**src/rtl/fullword_merge4_sync.sv**
```systemverilog
// Four-channel dual-rail NCL word merge into one synchronous stream, strict S,T,U,V ring order.
// Optional protocol checking enabled by defining FULLWORD_MERGE_CHECK_EN.

module fullword_merge4_pair (
    input  logic [1:0] rails,
    output logic       cmpl,
    output logic       nz,
    output logic       ill
);
    assign cmpl = rails[0] ^ rails[1];
    assign nz   = |rails;
    assign ill  = &rails;
endmodule

module fullword_merge4_sync #(
    parameter int WIDTH = 32,
    parameter int CNT_W = 16
) (
    input  logic               clk,
    input  logic               init,
    input  logic [2*WIDTH-1:0] s_in,
    input  logic [2*WIDTH-1:0] t_in,
    input  logic [2*WIDTH-1:0] u_in,
    input  logic [2*WIDTH-1:0] v_in,
    output logic [3:0]         ch_en,
    input  logic               z_en,
    output logic [2*WIDTH-1:0] z_out,
    output logic [3:0]         steer,
    output logic               done,
    output logic [CNT_W-1:0]   count,
    output logic               err
);
    typedef enum logic {WAIT_DATA, WAIT_NULL} state_t;

    state_t             state, state_n;
    logic [2*WIDTH-1:0] sel, z_out_n;
    logic [3:0]         ch_en_n, steer_n;
    logic [CNT_W-1:0]   count_n;
    logic               done_n, err_n;
    logic [WIDTH-1:0]   cmpl_v, nz_v, ill_v;
    logic               is_cmpl, is_null, is_ill;

    // steer is one-hot, so an AND-OR mux is enough
    assign sel = ({2*WIDTH{steer[0]}} & s_in) | ({2*WIDTH{steer[1]}} & t_in)
               | ({2*WIDTH{steer[2]}} & u_in) | ({2*WIDTH{steer[3]}} & v_in);

    for (genvar i = 0; i < WIDTH; i++) begin : g_pair
        fullword_merge4_pair u_pair (
            .rails (sel[2*i +: 2]),
            .cmpl  (cmpl_v[i]),
            .nz    (nz_v[i]),
            .ill   (ill_v[i])
        );
    end

    assign is_cmpl = &cmpl_v;
    assign is_null = ~|nz_v;
    assign is_ill  = |ill_v;

    always_comb begin
        state_n = state;
        z_out_n = z_out;
        ch_en_n = ch_en;
        steer_n = steer;
        count_n = count;
        done_n  = 1'b0;
        case (state)
            WAIT_DATA: if (is_cmpl && z_en) begin
                z_out_n = sel;
                ch_en_n = ch_en & ~steer;
                count_n = count + CNT_W'(1);
                state_n = WAIT_NULL;
            end
            WAIT_NULL: if (is_null && !z_en) begin
                z_out_n = '0;
                ch_en_n = 4'hF;
                done_n  = 1'b1;
                steer_n = {steer[2:0], steer[3]};
                state_n = WAIT_DATA;
            end
            default: state_n = WAIT_DATA;
        endcase
    end

`ifdef FULLWORD_MERGE_CHECK_EN
    // DATA changing in WAIT_NULL without first returning to NULL is a protocol break
    assign err_n = err | is_ill | ((state == WAIT_NULL) && !is_null && (sel != z_out));
`else
    assign err_n = 1'b0;
`endif

    always_ff @(posedge clk) begin
        if (init) begin
            state <= WAIT_DATA;
            z_out <= '0;
            ch_en <= 4'hF;
            steer <= 4'b0001;
            done  <= 1'b0;
            count <= '0;
            err   <= 1'b0;
        end else begin
            state <= state_n;
            z_out <= z_out_n;
            ch_en <= ch_en_n;
            steer <= steer_n;
            done  <= done_n;
            count <= count_n;
            err   <= err_n;
        end
    end
endmodule
```
**config.mk**
```make
export PLATFORM = sky130hd
export DESIGN_NAME = fullword_merge4_sync
export DESIGN_NICKNAME = d
export VERILOG_FILES = /design/src/rtl/fullword_merge4_sync.sv
export SDC_FILE = /design/constraint.sdc
export NUM_CORES = 1
export LEC_CHECK = 0
export ABC_AREA = 1
export CORE_AREA = 2 2 135 137
export DETAILED_ROUTE_END_ITERATION = 7
export DIE_AREA = 0 0 137 139
export PLACE_DENSITY_LB_ADDON = 0.2
export SYNTH_ARGS = -nofsm -noshare
export SYNTH_HDL_FRONTEND = slang
export SYNTH_SLANG_ARGS = --single-unit
export TNS_END_PERCENT = 20
```
**constraint.sdc**
```tcl
create_clock -name clk -period 2.7 [get_ports clk]
set_input_delay 0.405 -clock clk [delete_from_list [all_inputs] [get_ports clk]]
set_output_delay 0.405 -clock clk [all_outputs]
set_load 0.02 [all_outputs]
```
* Word-level counts from Yosys, hierarchy flattened *
Cells that the tools add are included.

storage, ports and cells
  logic and storage cells = 71
  bits in registers = 90

operators by class
  multiplexer cells = 10
  add/sub/neg operators = 1
  reductions and logical operators = 10
  equal/unequal tests = 2
  bitwise operators = 42

operators by type and width
  operator                                               number
  AND 64 bit                                             4
  OR 64 bit                                              3
  two-way mux 64 bit                                     2
  one-hot mux 64 bit (2 select lines)                    1
  OR reduction 64 bit                                    1
  AND reduction 32 bit                                   1
  bitwise XOR 1 bit                                      32
  adder 16 x 1 -> 16 bit, second input constant          1
  two-way mux 4 bit                                      2
  one-hot mux 4 bit (2 select lines)                     1
  AND reduction 2 bit                                    3
  AND 4 bit                                              1
  inverter 4 bit                                         1
  two-way mux 1 bit                                      3
  logical AND 1 bit                                      2
  zero test 1 bit                                        2
  inequality test 2 x 1 -> 1 bit, second input constant  1
  inequality test 2 bit, second input constant           1
  one-hot mux 1 bit (2 select lines)                     1
  OR reduction 2 bit                                     1
  inverter 1 bit                                         1

* Longest topological paths before layout *
  depth in word-level cells = 9
  mapped depth = 17

* Cells and area by module *
A second synthesis with hierarchy kept.

second synthesis, totals
  cells, all modules = 1067
  area total of the unflattened synthesis = 6846.6 µm²

by module, submodules not included
  module                times used  area each (µm²)  cells each
  fullword_merge4_sync  1           5685.5           907
  fullword_merge4_pair  32          36.3             5

* Worst setup path after synthesis *
OpenSTA, ideal clock, no wires.

  kind = reg2reg
  from = register steer[0]
  to = register count[6]
  library setup time = 0.115 ns
  slack = 0.165 ns
  path buffers = 4
  arrival = 2.419 ns
  period minus slack after synthesis = 2.535 ns
  cell stages (with the launch flop) = 18
  path through = dfxtp_1 buf_2 buf_1 nand2_1 nand2_1 nor2_1 ha_1 nand2_1 nor2_1 nand2_1 nor2_2 nand3_4 clkinv_2 buf_12 buf_6 nand3_1 nand2_1 nor2_1

between the ends
  longest elaborated chain between the ends = 8
  elaborated cells between the ends (all ways) = 39

ends and longest elaborated chain
  item                                      RTL line  text
  start, declared                           28        output logic [3:0] steer,
  start signal, assigned                    105       steer <= steer_n;
  AND 64 bit (*)                            44        assign sel = ({2*WIDTH{steer[0]}} & s_in) | ({2*WIDTH{steer[1]}} & t_in)
  OR 64 bit (*)                             44
  OR 64 bit (*) (2 in series)               45        | ({2*WIDTH{steer[2]}} & u_in) | ({2*WIDTH{steer[3]}} & v_in);
  bitwise XOR 1 bit                         10        assign cmpl = rails[0] ^ rails[1];
  AND reduction 32 bit (*)                  56        assign is_cmpl = &cmpl_v;
  logical AND 1 bit (*)                     68        WAIT_DATA: if (is_cmpl && z_en) begin
  AND reduction 2 bit (no source line) (*)  n/a
  end signal, assigned                      107       count <= count_n;
  end, declared                             30        output logic [CNT_W-1:0] count,

Mark *: on every way between the ends. The rest lies on a longest branch, timed or not.
A chain may end at the register's enable or synchronous reset.

* Worst setup path in the final report *
  from = register steer[2]
  to = register z_out[5]

between the ends
  longest elaborated chain between the ends = 8
  elaborated cells between the ends (all ways) = 45

ends and longest elaborated chain
  item                                                                                      RTL line  text
  AND 64 bit (*)                                                                            45
  OR 64 bit (*) (2 in series)                                                               45
  bitwise XOR 1 bit or OR reduction 64 bit (tied branches)                                  10, 57
  AND reduction 32 bit or zero test 1 bit (tied branches)                                   56, 57
  logical AND 1 bit, on equally long branches                                               68, 74
  inequality test 2 bit (no source line) or inequality test 2 x 1 -> 1 bit (tied branches)  n/a
  AND reduction 2 bit (no source line)                                                      n/a
  end signal, assigned                                                                      103       z_out <= z_out_n;
  end, declared                                                                             27        output logic [2*WIDTH-1:0] z_out,

Mark *: on every way between the ends. The rest lies on a longest branch, timed or not. The select of a mux whose other input is x is not followed.

==> qor.yml <==
route:
  drtAntennaViolNets: 0
  first_pass_iters: 5
  num_vias: 7716
  wl_mm: 25.5
  via_per_inst: 5.06
  drc: 0
  drtIter0Drc: 323
  routedWlPerCell_um: 16.7
critical_path:
  worstPathMaxFanout: 43
  timing.rr.end: "z_out[5]$_SDFFE_PP0P_"
  r2r_start: "steer[2]$_SDFFE_PP0P_"
  critPathKind: "reg -> reg"
  crit_buf_inv: 4
  cpMaxStageDelayCell: "dfxtp_2"
  cp-end-kind: "flop"
  required_ns: 2.97
  worstPathCellList: "buf_12 -> a22o_1 -> nor2_1 -> ha_1 -> nand2_1 -> nor2_1 -> inv_1 -> nor2_2 -> nand3_4 -> clkinv_2 -> buf_12 -> o21ai_0 -> a21oi_1"
  r2r_slack_ns: 0.18
  r2r_cells: 13
  critPathArrivalTime_ns: 2.79
  start_kind: "flop"
  cp_top_family: "buffers and inverters"
  cpPeakStageDelay_ns: 0.37
timing:
  worst_pin_slew_ns: 0.719
  fin_crit_sh_pct: 93.3
  skew_ns: 0.00658
  period_needed_ns: 2.52
  hold_viol: 0
  finalSetupViolations: 0
  fin_tns_setup_ns: 0
  slew_violations: 0
  grt_setup_unrepaired: "no"
  hold_slack_ns: 0.447
  maxSlewHeadroom_pct: 52.1
  timing.fmax_mhz: 397
grt:
  antenna_found_initial: 1
  grt_pass1_vias: 7545
  track_usage_pct: 26.5
  overflow: 0
  grt_max_degree: 50
  grt_pass1_wl_mm: 39.3
final_layout:
  antenna_cells: 0
  final_nets: 1582
  final_cell_mix: "clkdlybuf4s50_1 (346), nand2_1 (286), nor2_1 (131)"
  fillCellCount: 1660
  synthToLayoutAreaGrowth_pct: 61.8
  final_common_cell: "clkdlybuf4s50_1"
  final_cell_area_um2: 10600
  layout-drive-gt1-share_pct: 10.3
synth:
  yosysWarningCount: 0
  syn_avg_cell_area_um2: 6.73
  ys_ff_latch: 90
  seq_area_frac_synth_pct: 27.6
  synthCells: 970
  syn_area_um2: 6530
  syn_nets: 1262
  synth_cell_types: 30
clocking:
  cts_buffers: 9
  cts.htree.levels: 3
  cts.sinks: 90
  clk-insertion-delay-late_ns: 0.35
  clk_path_buf_depth: 2
  cts_tree: "done"
  post_cts_buffers: 0
  path_clk_slew_ns: 0.07
  cts_root_buf: "clkbuf_16"
hold_path:
  worstHoldStart: "init"
  hold_path_class: "in -> reg"
  hold_depth: 2
  min_to: "z_out[48]$_SDFFE_PP0P_"
die:
  num_rows: 49
  die_area_um2: 19000
  initial_utilization_pct: 37.0
  die_x_um: 137
  core-area_um2: 17700
  ios: 349
  die_h_um: 139
place:
  dp_hpwl_mm: 20.1
  portBuffers: 347
  place_congestion: 0.871
  place_area_um2: 10300
power:
  power_density_nw_per_um2: 301
  peakVddDrop_mv: 0.294
  leakage_nw: 4.06
  power_w: 0.00318
job:
  drv_cap: 0
run_status:
  outcome: "finished, final reports clean"
==> per-stage QoR <==
step | util [%] | setup slack [ns] | instances
floorplan | - | 0.165 | 970
global placement | 58.3 | -0.0477 | 1508
detailed placement | 58.3 | -0.0523 | 1508
CTS | 59.8 | 0.113 | 1524
global route | 59.9 | 0.00199 | 1524
finish | 59.9 | 0.182 | 1524
==> where the power goes <==
group	internal, W	switching (W)	leakage (nW)
Combinational	0.000421	0.000227	3.20
Clock	0.000627	0.000577	0.133
Sequential	0.00133	0.000000000000325	0.726
==> what timing repair did <==
| item | in CTS | in global routing |
|---|---|---|
| endpoints found under the setup margin | 0 | 30 |
| gates resized for setup | 0 | 4 |
| hold buffers | 0 | 0 |
==> cell type report <==
| type | instances | area (µm²) | area share, % |
|---|---|---|---|
| multi-input cells | 789 | 4280 | 40.5 |
| clock inverters | 6 | 40.0 | 0.379 |
| flip-flops and latches | 90 | 1810 | 17.1 |
| inverters | 28 | 106 | 1.01 |
| clock buffers | 10 | 229 | 2.17 |
| well taps | 229 | 287 | 2.71 |
| repair buffers | 372 | 3820 | 36.1 |
==> worst max-delay path by stage <==
stage          cells after the start  slack (ns)                endpoint                   from
6_report                          13        0.18   z_out[5]$_SDFFE_PP0P_  steer[2]$_SDFFE_PP0P_
5_1_grt                           14       0.002   count[9]$_SDFFE_PP0P_  steer[1]$_SDFFE_PP0P_
4_1_cts                           14        0.11   z_out[5]$_SDFFE_PP0P_  steer[0]$_SDFFE_PP1P_
3_5_place_dp                      13       -0.05  z_out[59]$_SDFFE_PP0P_                s_in[2]
3_3_place_gp                      14       -0.05   count[7]$_SDFFE_PP0P_                s_in[2]
2_1_floorplan                     17        0.17   count[6]$_SDFFE_PP0P_  steer[0]$_SDFFE_PP1P_
==> synthesized netlist by cell type, drive strengths merged <==
master / n / share of area (%)
xor2: 1 / 0.13
nor3: 3 / 0.31
o21ai: 77 / 8.2
and2: 1 / 0.096
nand3: 93 / 7.4
inv: 27 / 1.6
ha: 33 / 6.3
nor4: 2 / 0.19
clkbuf: 37 / 2.1
a22o: 66 / 8.8
clkinv: 1 / 0.077
a21oi: 77 / 8.2
nand2: 286 / 16
buf: 26 / 3.2
conb: 1 / 0.057
nand4: 16 / 1.5
nor2: 133 / 7.7
dfxtp: 90 / 28
==> kinds of logic (layout without fill, tap and decap cells) <==
logic type | after synthesis | count (layout) | synth area share [%]
adders and majority gates | 33 | 33 | 6.32
xor gates and xnor gates | 1 | 1 | 0.134
buffers and inverters | 91 | 416 | 6.99
DFF | 90 | 90 | 27.6
other | 1 | 1 | 0.0574
AOI/OAI and AO/OA | 220 | 220 | 25.2
and+or+nand+nor | 534 | 534 | 33.7
==> state kept, by name, summed over array words and instances (netlist names) <==
register	cells
ch_en	4
z_out	64
done	1
steer	4
count	16
state	1
==> metal layers <==
metal / routed length, µm / share of wire (%) / global-route usage (%)
met1: 10600 / 42 / 31.7
met2: 12600 / 49 / 47.1
met3: 1750 / 6.9 / 5.67
met4: 552 / 2.2 / 7.49
met5: 0 / 0 / 0
No activity file was read; power rests on OpenSTA's default activity.
